### config.mk
export PLATFORM = sky130hd
export DESIGN_NAME = i2c_target_regs
export DESIGN_NICKNAME = d
export VERILOG_FILES = /design/src/rtl/i2c_tgt_pkg.sv /design/src/rtl/i2c_tgt_line_cond.sv /design/src/rtl/i2c_target_regs.sv
export SDC_FILE = /design/constraint.sdc
export NUM_CORES = 1
export LEC_CHECK = 0
export BUFFER_PORTS_ARGS = -buffer_cell sky130_fd_sc_hd__buf_2
export CAP_MARGIN = 10
export CELL_PAD_IN_SITES_DETAIL_PLACEMENT = 1
export CELL_PAD_IN_SITES_GLOBAL_PLACEMENT = 2
export CORE_ASPECT_RATIO = 0.8
export CORE_MARGIN = 3
export CORE_UTILIZATION = 35
export CTS_CLUSTER_DIAMETER = 60
export CTS_CLUSTER_SIZE = 14
export DETAILED_ROUTE_END_ITERATION = 12
export PLACE_DENSITY = 0.85
export SETUP_SLACK_MARGIN = 0.4
export SLEW_MARGIN = 20
export SYNTH_ARGS = -nofsm -noshare
export SYNTH_HDL_FRONTEND = slang
export SYNTH_HIERARCHICAL = 1
export SYNTH_SLANG_ARGS = --single-unit
### constraint.sdc
create_clock -name clk -period 2.6 [get_ports clk]
set_clock_uncertainty 0.15 [all_clocks]
set_input_delay 0.39 -clock clk [delete_from_list [all_inputs] [get_ports clk]]
set_output_delay 0.39 -clock clk [all_outputs]
set_load 0.05 [all_outputs]
### src/rtl/i2c_tgt_pkg.sv
// Shared definitions for the I2C target register block.
//   tgt_state_t   : protocol FSM states, also exported on the debug state port
//   BIT_CNT_W     : width of the per-byte bit counter (counts 0..8)
//   I2C_RW_READ   : value of the R/W bit that selects a read transfer
//   is_rx_state() : states in which the target shifts bits in from SDA
package i2c_tgt_pkg;

  typedef enum logic [3:0] {
    ST_IDLE  = 4'd0,
    ST_ADDR  = 4'd1,
    ST_ACK_A = 4'd2,
    ST_PTR   = 4'd3,
    ST_ACK_P = 4'd4,
    ST_WDATA = 4'd5,
    ST_ACK_W = 4'd6,
    ST_RDATA = 4'd7,
    ST_MACK  = 4'd8,
    ST_WAIT  = 4'd9
  } tgt_state_t;

  localparam int                    BIT_CNT_W     = 4;
  localparam logic [BIT_CNT_W-1:0]  BITS_PER_BYTE = 4'd8;
  localparam logic [BIT_CNT_W-1:0]  LAST_BIT      = 4'd7;
  localparam logic                  I2C_RW_READ   = 1'b1;

  function automatic logic is_rx_state(input tgt_state_t s);
    return (s == ST_ADDR) || (s == ST_PTR) || (s == ST_WDATA);
  endfunction

endpackage

### src/rtl/i2c_tgt_line_cond.sv
// Conditions one asynchronous I2C line (SCL or SDA) into the clk domain.
// Two-flop synchroniser, optional 3-tap majority filter, then edge detect.
// Configuration macro: I2C_TGT_GLITCH_FILTER_EN
//   defined   : majority filter enabled, pulses of 1 clk are rejected
//   undefined : no filter, every synchronised transition is an edge
// Ports:
//   clk, rst_n : system clock, asynchronous active-low reset
//   i_line     : raw bus line
//   o_level    : conditioned line level
//   o_rise     : 1-cycle pulse on a conditioned 0->1 transition
//   o_fall     : 1-cycle pulse on a conditioned 1->0 transition
module i2c_tgt_line_cond (
  input  logic clk,
  input  logic rst_n,
  input  logic i_line,
  output logic o_level,
  output logic o_rise,
  output logic o_fall
);

  logic r_s1;
  logic r_s2;
  logic r_prev;
  logic w_cond;

  // Idle bus level is high; resetting to 1 avoids a false edge after reset.
  always_ff @(posedge clk or negedge rst_n) begin
    if (!rst_n) begin
      r_s1 <= 1'b1;
      r_s2 <= 1'b1;
    end else begin
      r_s1 <= i_line;
      r_s2 <= r_s1;
    end
  end

`ifdef I2C_TGT_GLITCH_FILTER_EN
  logic [1:0] r_tap;
  logic       r_maj;

  // A single-cycle pulse occupies at most one of the three voting taps.
  always_ff @(posedge clk or negedge rst_n) begin
    if (!rst_n) begin
      r_tap <= 2'b11;
      r_maj <= 1'b1;
    end else begin
      r_tap <= {r_tap[0], r_s2};
      r_maj <= (r_s2 & r_tap[0]) | (r_tap[0] & r_tap[1]) | (r_s2 & r_tap[1]);
    end
  end

  assign w_cond = r_maj;
`else
  assign w_cond = r_s2;
`endif

  always_ff @(posedge clk or negedge rst_n) begin
    if (!rst_n) r_prev <= 1'b1;
    else        r_prev <= w_cond;
  end

  assign o_level = w_cond;
  assign o_rise  = w_cond & ~r_prev;
  assign o_fall  = ~w_cond & r_prev;

endmodule

### src/rtl/i2c_target_regs.sv
// I2C target with an internal byte register file. The master writes a register
// pointer followed by data bytes, or reads bytes back from the current pointer.
// SCL/SDA are oversampled in the clk domain; SCL is never stretched.
// Configuration macro: I2C_TGT_GLITCH_FILTER_EN (see i2c_tgt_line_cond).
// Handshake/timing: bits are sampled on conditioned SCL rise; sda_oe only changes
// on the cycle after a conditioned SCL fall (or immediately on START/STOP), so
// the target never moves SDA while SCL is high.
// Ports:
//   clk, rst_n  : system clock (>= 20x SCL), asynchronous active-low reset
//   scl_i/sda_i : asynchronous bus lines
//   sda_oe      : 1 = pull SDA low
//   regs_q      : register file, reg k at [8k+7:8k]
//   wr_stb      : 1-cycle pulse when a register write commits
//   wr_idx      : index written, valid with wr_stb
//   busy        : high from matched address ACK until STOP or mismatching restart
//   o_dbg_state : current FSM state (tgt_state_t encoding)
module i2c_target_regs
  import i2c_tgt_pkg::*;
#(
  parameter logic [6:0] TGT_ADDR = 7'h48,
  parameter int         NREG     = 16,
  parameter logic [7:0] RST_VAL  = 8'h00
) (
  input  logic                     clk,
  input  logic                     rst_n,
  input  logic                     scl_i,
  input  logic                     sda_i,
  output logic                     sda_oe,
  output logic [NREG*8-1:0]        regs_q,
  output logic                     wr_stb,
  output logic [$clog2(NREG)-1:0]  wr_idx,
  output logic                     busy,
  output logic [3:0]               o_dbg_state
);

  localparam int IDX_W = $clog2(NREG);

  logic w_scl, w_scl_rise, w_scl_fall;
  logic w_sda, w_sda_rise, w_sda_fall;

  i2c_tgt_line_cond u_scl (
    .clk(clk), .rst_n(rst_n), .i_line(scl_i),
    .o_level(w_scl), .o_rise(w_scl_rise), .o_fall(w_scl_fall)
  );

  i2c_tgt_line_cond u_sda (
    .clk(clk), .rst_n(rst_n), .i_line(sda_i),
    .o_level(w_sda), .o_rise(w_sda_rise), .o_fall(w_sda_fall)
  );

  tgt_state_t             r_state;
  tgt_state_t             w_state_nxt;
  logic [BIT_CNT_W-1:0]   r_cnt;
  logic [7:0]             r_rx;
  logic [7:0]             r_tx;
  logic [IDX_W-1:0]       r_ptr;
  logic [7:0]             r_regs [NREG];
  logic                   r_sda_oe;
  logic                   r_busy;
  logic                   r_wr_stb;
  logic [IDX_W-1:0]       r_wr_idx;
  logic                   r_mack_nack;

  logic                   w_start;
  logic                   w_stop;
  logic                   w_byte_done;
  logic                   w_last_rise;
  logic [7:0]             w_rx_byte;
  logic                   w_addr_match;
  logic                   w_enter_rdata;
  logic [7:0]             w_rd_byte;
  logic                   w_oe_nxt;

  assign w_start      = w_sda_fall & w_scl;
  assign w_stop       = w_sda_rise & w_scl;
  assign w_byte_done  = (r_cnt == BITS_PER_BYTE);
  assign w_last_rise  = w_scl_rise && (r_cnt == LAST_BIT);
  assign w_rx_byte    = {r_rx[6:0], w_sda};
  // Address 0 (general call) is never acknowledged.
  assign w_addr_match = (r_rx[7:1] == TGT_ADDR) && (r_rx[7:1] != 7'd0);
  assign w_rd_byte    = r_regs[r_ptr];
  assign w_enter_rdata = (w_state_nxt == ST_RDATA) && (r_state != ST_RDATA);

  // FSM: state register
  always_ff @(posedge clk or negedge rst_n) begin
    if (!rst_n) r_state <= ST_IDLE;
    else        r_state <= w_state_nxt;
  end

  // FSM: next state. Byte boundaries advance on the SCL fall that follows the
  // 8th (or 9th) rise, so each state owns exactly the SCL low phases it drives.
  always_comb begin
    w_state_nxt = r_state;
    if (w_start) begin
      w_state_nxt = ST_ADDR;
    end else if (w_stop) begin
      w_state_nxt = ST_IDLE;
    end else begin
      case (r_state)
        ST_ADDR:  if (w_scl_fall && w_byte_done)
                    w_state_nxt = w_addr_match ? ST_ACK_A : ST_WAIT;
        ST_ACK_A: if (w_scl_fall)
                    w_state_nxt = (r_rx[0] == I2C_RW_READ) ? ST_RDATA : ST_PTR;
        ST_PTR:   if (w_scl_fall && w_byte_done) w_state_nxt = ST_ACK_P;
        ST_ACK_P: if (w_scl_fall) w_state_nxt = ST_WDATA;
        ST_WDATA: if (w_scl_fall && w_byte_done) w_state_nxt = ST_ACK_W;
        ST_ACK_W: if (w_scl_fall) w_state_nxt = ST_WDATA;
        ST_RDATA: if (w_scl_fall && w_byte_done) w_state_nxt = ST_MACK;
        // r_cnt != 0 means the master's ACK bit has already been sampled.
        ST_MACK:  if (w_scl_fall && (r_cnt != '0))
                    w_state_nxt = r_mack_nack ? ST_WAIT : ST_RDATA;
        default:  w_state_nxt = r_state;
      endcase
    end
  end

  // FSM: output. SDA level the target wants for the low phase being entered.
  always_comb begin
    w_oe_nxt = 1'b0;
    case (w_state_nxt)
      ST_ACK_A, ST_ACK_P, ST_ACK_W: w_oe_nxt = 1'b1;
      ST_RDATA: w_oe_nxt = w_enter_rdata ? ~w_rd_byte[7] : ~r_tx[6];
      default:  w_oe_nxt = 1'b0;
    endcase
  end

  // Datapath: counters, shift registers, pointer, register file.
  always_ff @(posedge clk or negedge rst_n) begin
    if (!rst_n) begin
      r_cnt       <= '0;
      r_rx        <= '0;
      r_tx        <= '0;
      r_ptr       <= '0;
      r_sda_oe    <= 1'b0;
      r_busy      <= 1'b0;
      r_wr_stb    <= 1'b0;
      r_wr_idx    <= '0;
      r_mack_nack <= 1'b0;
      for (int k = 0; k < NREG; k++) r_regs[k] <= RST_VAL;
    end else begin
      r_wr_stb <= 1'b0;
      if (w_start || w_stop) begin
        // Release SDA at once, even if the master violated our drive phase.
        r_cnt    <= '0;
        r_sda_oe <= 1'b0;
        if (w_stop) r_busy <= 1'b0;
      end else begin
        if (w_state_nxt != r_state)
          r_cnt <= '0;
        else if (w_scl_rise && !w_byte_done)
          r_cnt <= r_cnt + BIT_CNT_W'(1);

        if (w_scl_rise && is_rx_state(r_state) && !w_byte_done)
          r_rx <= w_rx_byte;

        if (w_last_rise && (r_state == ST_PTR))
          r_ptr <= w_rx_byte[IDX_W-1:0];

        // Commit on the 8th rise, before the ACK.
        if (w_last_rise && (r_state == ST_WDATA)) begin
          r_regs[r_ptr] <= w_rx_byte;
          r_wr_stb      <= 1'b1;
          r_wr_idx      <= r_ptr;
          r_ptr         <= r_ptr + IDX_W'(1);
        end

        if (w_scl_rise && (r_state == ST_MACK))
          r_mack_nack <= w_sda;

        // The read byte is snapshotted here, so later writes cannot alter it.
        if (w_enter_rdata) begin
          r_tx  <= w_rd_byte;
          r_ptr <= r_ptr + IDX_W'(1);
        end else if (w_scl_fall && (r_state == ST_RDATA)) begin
          r_tx <= {r_tx[6:0], 1'b0};
        end

        if (w_scl_fall)
          r_sda_oe <= w_oe_nxt;

        if ((w_state_nxt == ST_ACK_A) && (r_state != ST_ACK_A))
          r_busy <= 1'b1;
        else if ((r_state == ST_ADDR) && (w_state_nxt == ST_WAIT))
          r_busy <= 1'b0;
      end
    end
  end

  always_comb begin
    regs_q = '0;
    for (int k = 0; k < NREG; k++) regs_q[8*k +: 8] = r_regs[k];
  end

  assign sda_oe      = r_sda_oe;
  assign wr_stb      = r_wr_stb;
  assign wr_idx      = r_wr_idx;
  assign busy        = r_busy;
  assign o_dbg_state = r_state;

endmodule

==> impl_metrics.tcl <==
set metrics [dict create \
    yosysSeqAreaShare_pct 52.2 \
    synth_top_family_by_area "multiplexers" \
    cts_root_buffer "clkbuf_16" \
    hpwl_mm 18.2 \
    holdPathStages 0 \
    synth_top_area_share_pct 50.2 \
    async_flop_share_pct 100 \
    dpl_cell_area_um2 9640 \
    antenna_left 0 \
    rsz0062_at_grt "true" \
    clock_sinks 169 \
    dp.cells 1038 \
    synthAdderAreaFrac_pct 0.925 \
    arrival_ns 2.87 \
    cap_violations 0 \
    timing.critical_path.fanout_max 6 \
    port_buffers 142 \
    dieHeight_um 142 \
    maxSlewViolCount 0 \
    leakagePower_nw 5.85 \
    final_common_cell "dfrtp_1" \
    fin_crit_sh_pct 104 \
    hp-class "reg -> reg" \
    synth_compound_area_share_pct 5.26 \
    min_period_ns 2.70 \
    grt_overflow 0 \
    syn_area_um2 8120 \
    start_kind "register" \
    totalNegativeSetupSlack_ns -0.359 \
    maxSlewHeadroom_pct 43.9 \
    worst-endpoint-required_ns 2.77 \
    grt_max_degree 62 \
    drt_first_pass_iters 4 \
    cts_inserted_buffers 17 \
    first_iter_violations 388 \
    violations "setup timing" \
    clk_path_buf_depth 2 \
    dr_total_vias 5914 \
    synth-xor-area-share_pct 0.647 \
    syn_nets 580 \
    synth_edf_count 0 \
    drive_gt1_share_pct 64.0 \
    die_w_um 176 \
    grt_pass1_wl_mm 41.4 \
    final_area_um2 11300 \
    syn_inst 570 \
    area_growth_pct 39.5 \
    drt_wl_total_mm 27.6 \
    endpoint_kind "register" \
    layout.nets 786 \
    route.detailed.drc 0 \
    cts_max_level 4 \
    yosys_warnings 6 \
    nFillCells 2246 \
    setup_ws_ns -0.101 \
    power.density_nw_per_um2 736 \
    core-area_um2 22600 \
    setup_violations 10 \
    timing_hold_violations_final 0 \
    fmax_ghz 0.370 \
    clkLatencyLatePin_ns 0.43 \
    fp-row-count 49 \
    die_area_um2 25100 \
    boundaryPins 143 \
    synth.area.mux_share_pct 30.8 \
    wire_per_inst_um 25.2 \
    final_cell_mix "dfrtp_1 (158), buf_2 (141), mux2_4 (124)" \
    r2r_start "u_scl/r_prev" \
    synth_area_leaders "dfrtp_1 (50%), mux2_2 (16%), mux4_2 (11%)" \
    tightest_slew_ns 0.841 \
    fin_cells 1095 \
    clk_pin_slew_worst_paths_ns 0.07 \
    crit_path_top_delay_cell "dfstp_2" \
    critical-path-max-stage-delay_ns 0.54 \
    outcome "complete, but fails checks" \
    routabilityCongestion 0.832 \
    viasPerCell 5.40 \
    cts_tree "built" \
    critical_path_class "reg -> reg" \
    r2r_end "r_ptr[1]" \
    power_mw 8.34 \
    ys_seq_elements 169 \
    syn-mean-instance-area_um2 14.2 \
    post-route-util_pct 50.0 \
    path_cells "and2b_2, or4b_4, nor3_4, a211oi_4, a211oi_4, a41oi_4, buf_6, o32a_1" \
    diodes 0 \
    synthFlopType "dfrtp_1" \
    antenna_found_initial 0 \
    min_from "u_sda/r_s1" \
    r2r_setup_slack_ns -0.10 \
    initial_core_util_pct 35.9 \
    yosys.area_share.simple_pct 7.64 \
    synth_top_area_cell "dfrtp_1" \
    yosysUniqueCellTypes 68 \
    grt_pass1_vias 6508 \
    r2r_cells 8 \
    hold_path_end "u_sda/o_level" \
    path_common_cell "a211oi_4" \
    peakVddDrop_mv 0.445 \
    groute.usage.overall_pct 21.9 \
]
## sequential cells by signal, indices dropped and copies added, names as in the netlist
signal         cells
u_scl/r_prev       1
r_rx               8
r_tx               7
regs_q           128
u_sda/r_prev       1
r_mack_nack        1
r_ptr              4
u_scl/o_level      1
wr_idx             4
u_sda/o_level      1
o_dbg_state        4
u_sda/r_s1         1
r_cnt              4
wr_stb             1
u_scl/r_s1         1
busy               1
sda_oe             1
## layout make-up
type / instances / area (um2) / share of cell area [%]
Multi-Input combinational cell: 353 / 4560 / 40.3
Sequential cell: 169 / 4250 / 37.5
Timing Repair Buffer: 223 / 1480 / 13.0
Clock buffer: 18 / 429 / 3.79
Tap cell: 306 / 383 / 3.38
Clock inverter: 14 / 180 / 1.59
Inverter: 12 / 47.5 / 0.420
## power breakdown
part | switching [mW] | total [mW] | internal, mW
logic | 1.64 | 2.73 | 1.09
clock network | 1.25 | 2.64 | 1.39
registers | 0.192 | 2.96 | 2.77
total | 3.09 | 8.34 | 5.25
## cells by family after synthesis
logic type / after synthesis
adder cells (fa/ha/maj): 6
flip-flops: 169
multiplexers: 184
AO/OA/AOI/OAI: 57
buffers and inverters: 48
AND/OR/NAND/NOR: 100
XOR/XNOR: 6
## layer usage
layer	global-route usage, %	routed length (um)	vias to the layer above
met5	0	0	-
met4	6.29	625	0
met3	5.97	1550	35
met2	36.1	13700	187
met1	28.5	11800	3174
li1	-	-	2518
## critical path, delay by kind of cell, from the launching register on
kind,cells,cell delay [ns]
buffers and inverters,1,0.16
AOI/OAI and AO/OA,4,0.87
DFF,1,0.54
and+or+nand+nor,3,0.87
## how the worst max path moves through the flow
stage                 start        to  slack, ns  cells past startpoint
2_1_floorplan  u_scl/r_prev  r_ptr[2]      0.008                     10
6_report       u_scl/r_prev  r_ptr[1]      -0.10                      8
5_1_grt        u_scl/r_prev  r_ptr[1]      -0.17                      8
3_5_place_dp   u_scl/r_prev   r_tx[0]      -0.14                      8
4_1_cts        u_scl/r_prev  r_ptr[2]      -0.07                      8
3_3_place_gp   u_scl/r_prev   r_tx[6]      -0.04                      8
## cells in the mapped netlist (all sizes together) (4+ instances only)
cell type  number
clkbuf         24
o21ai          18
nand3           5
mux4           39
mux2          137
dfstp           6
nor2           16
nand2          40
dfrtp         163
nor3            6
a211oi          8
ha              6
mux2i           8
a21oi          11
xnor2           5
inv            12
buf            12
nand4b          4
## metrics by stage
step                worst slack, ns  hold slack, ns
global placement            -0.0353           0.198
floorplan                   0.00779         -0.0556
finish                       -0.101           0.209
global route                 -0.172           0.218
detailed placement           -0.143           0.201
CTS                         -0.0719           0.211
## repair_timing
action / CTS / global route
hold buffers: 3 / 0
endpoints found under the hold margin: 61 / 0
setup buffers: 16 / 6
endpoints found under the setup margin: 153 / 154
pin swaps: 14 / 14
gates resized for setup: 110 / 98
Note: power is estimated with default switching activity, not from simulation.
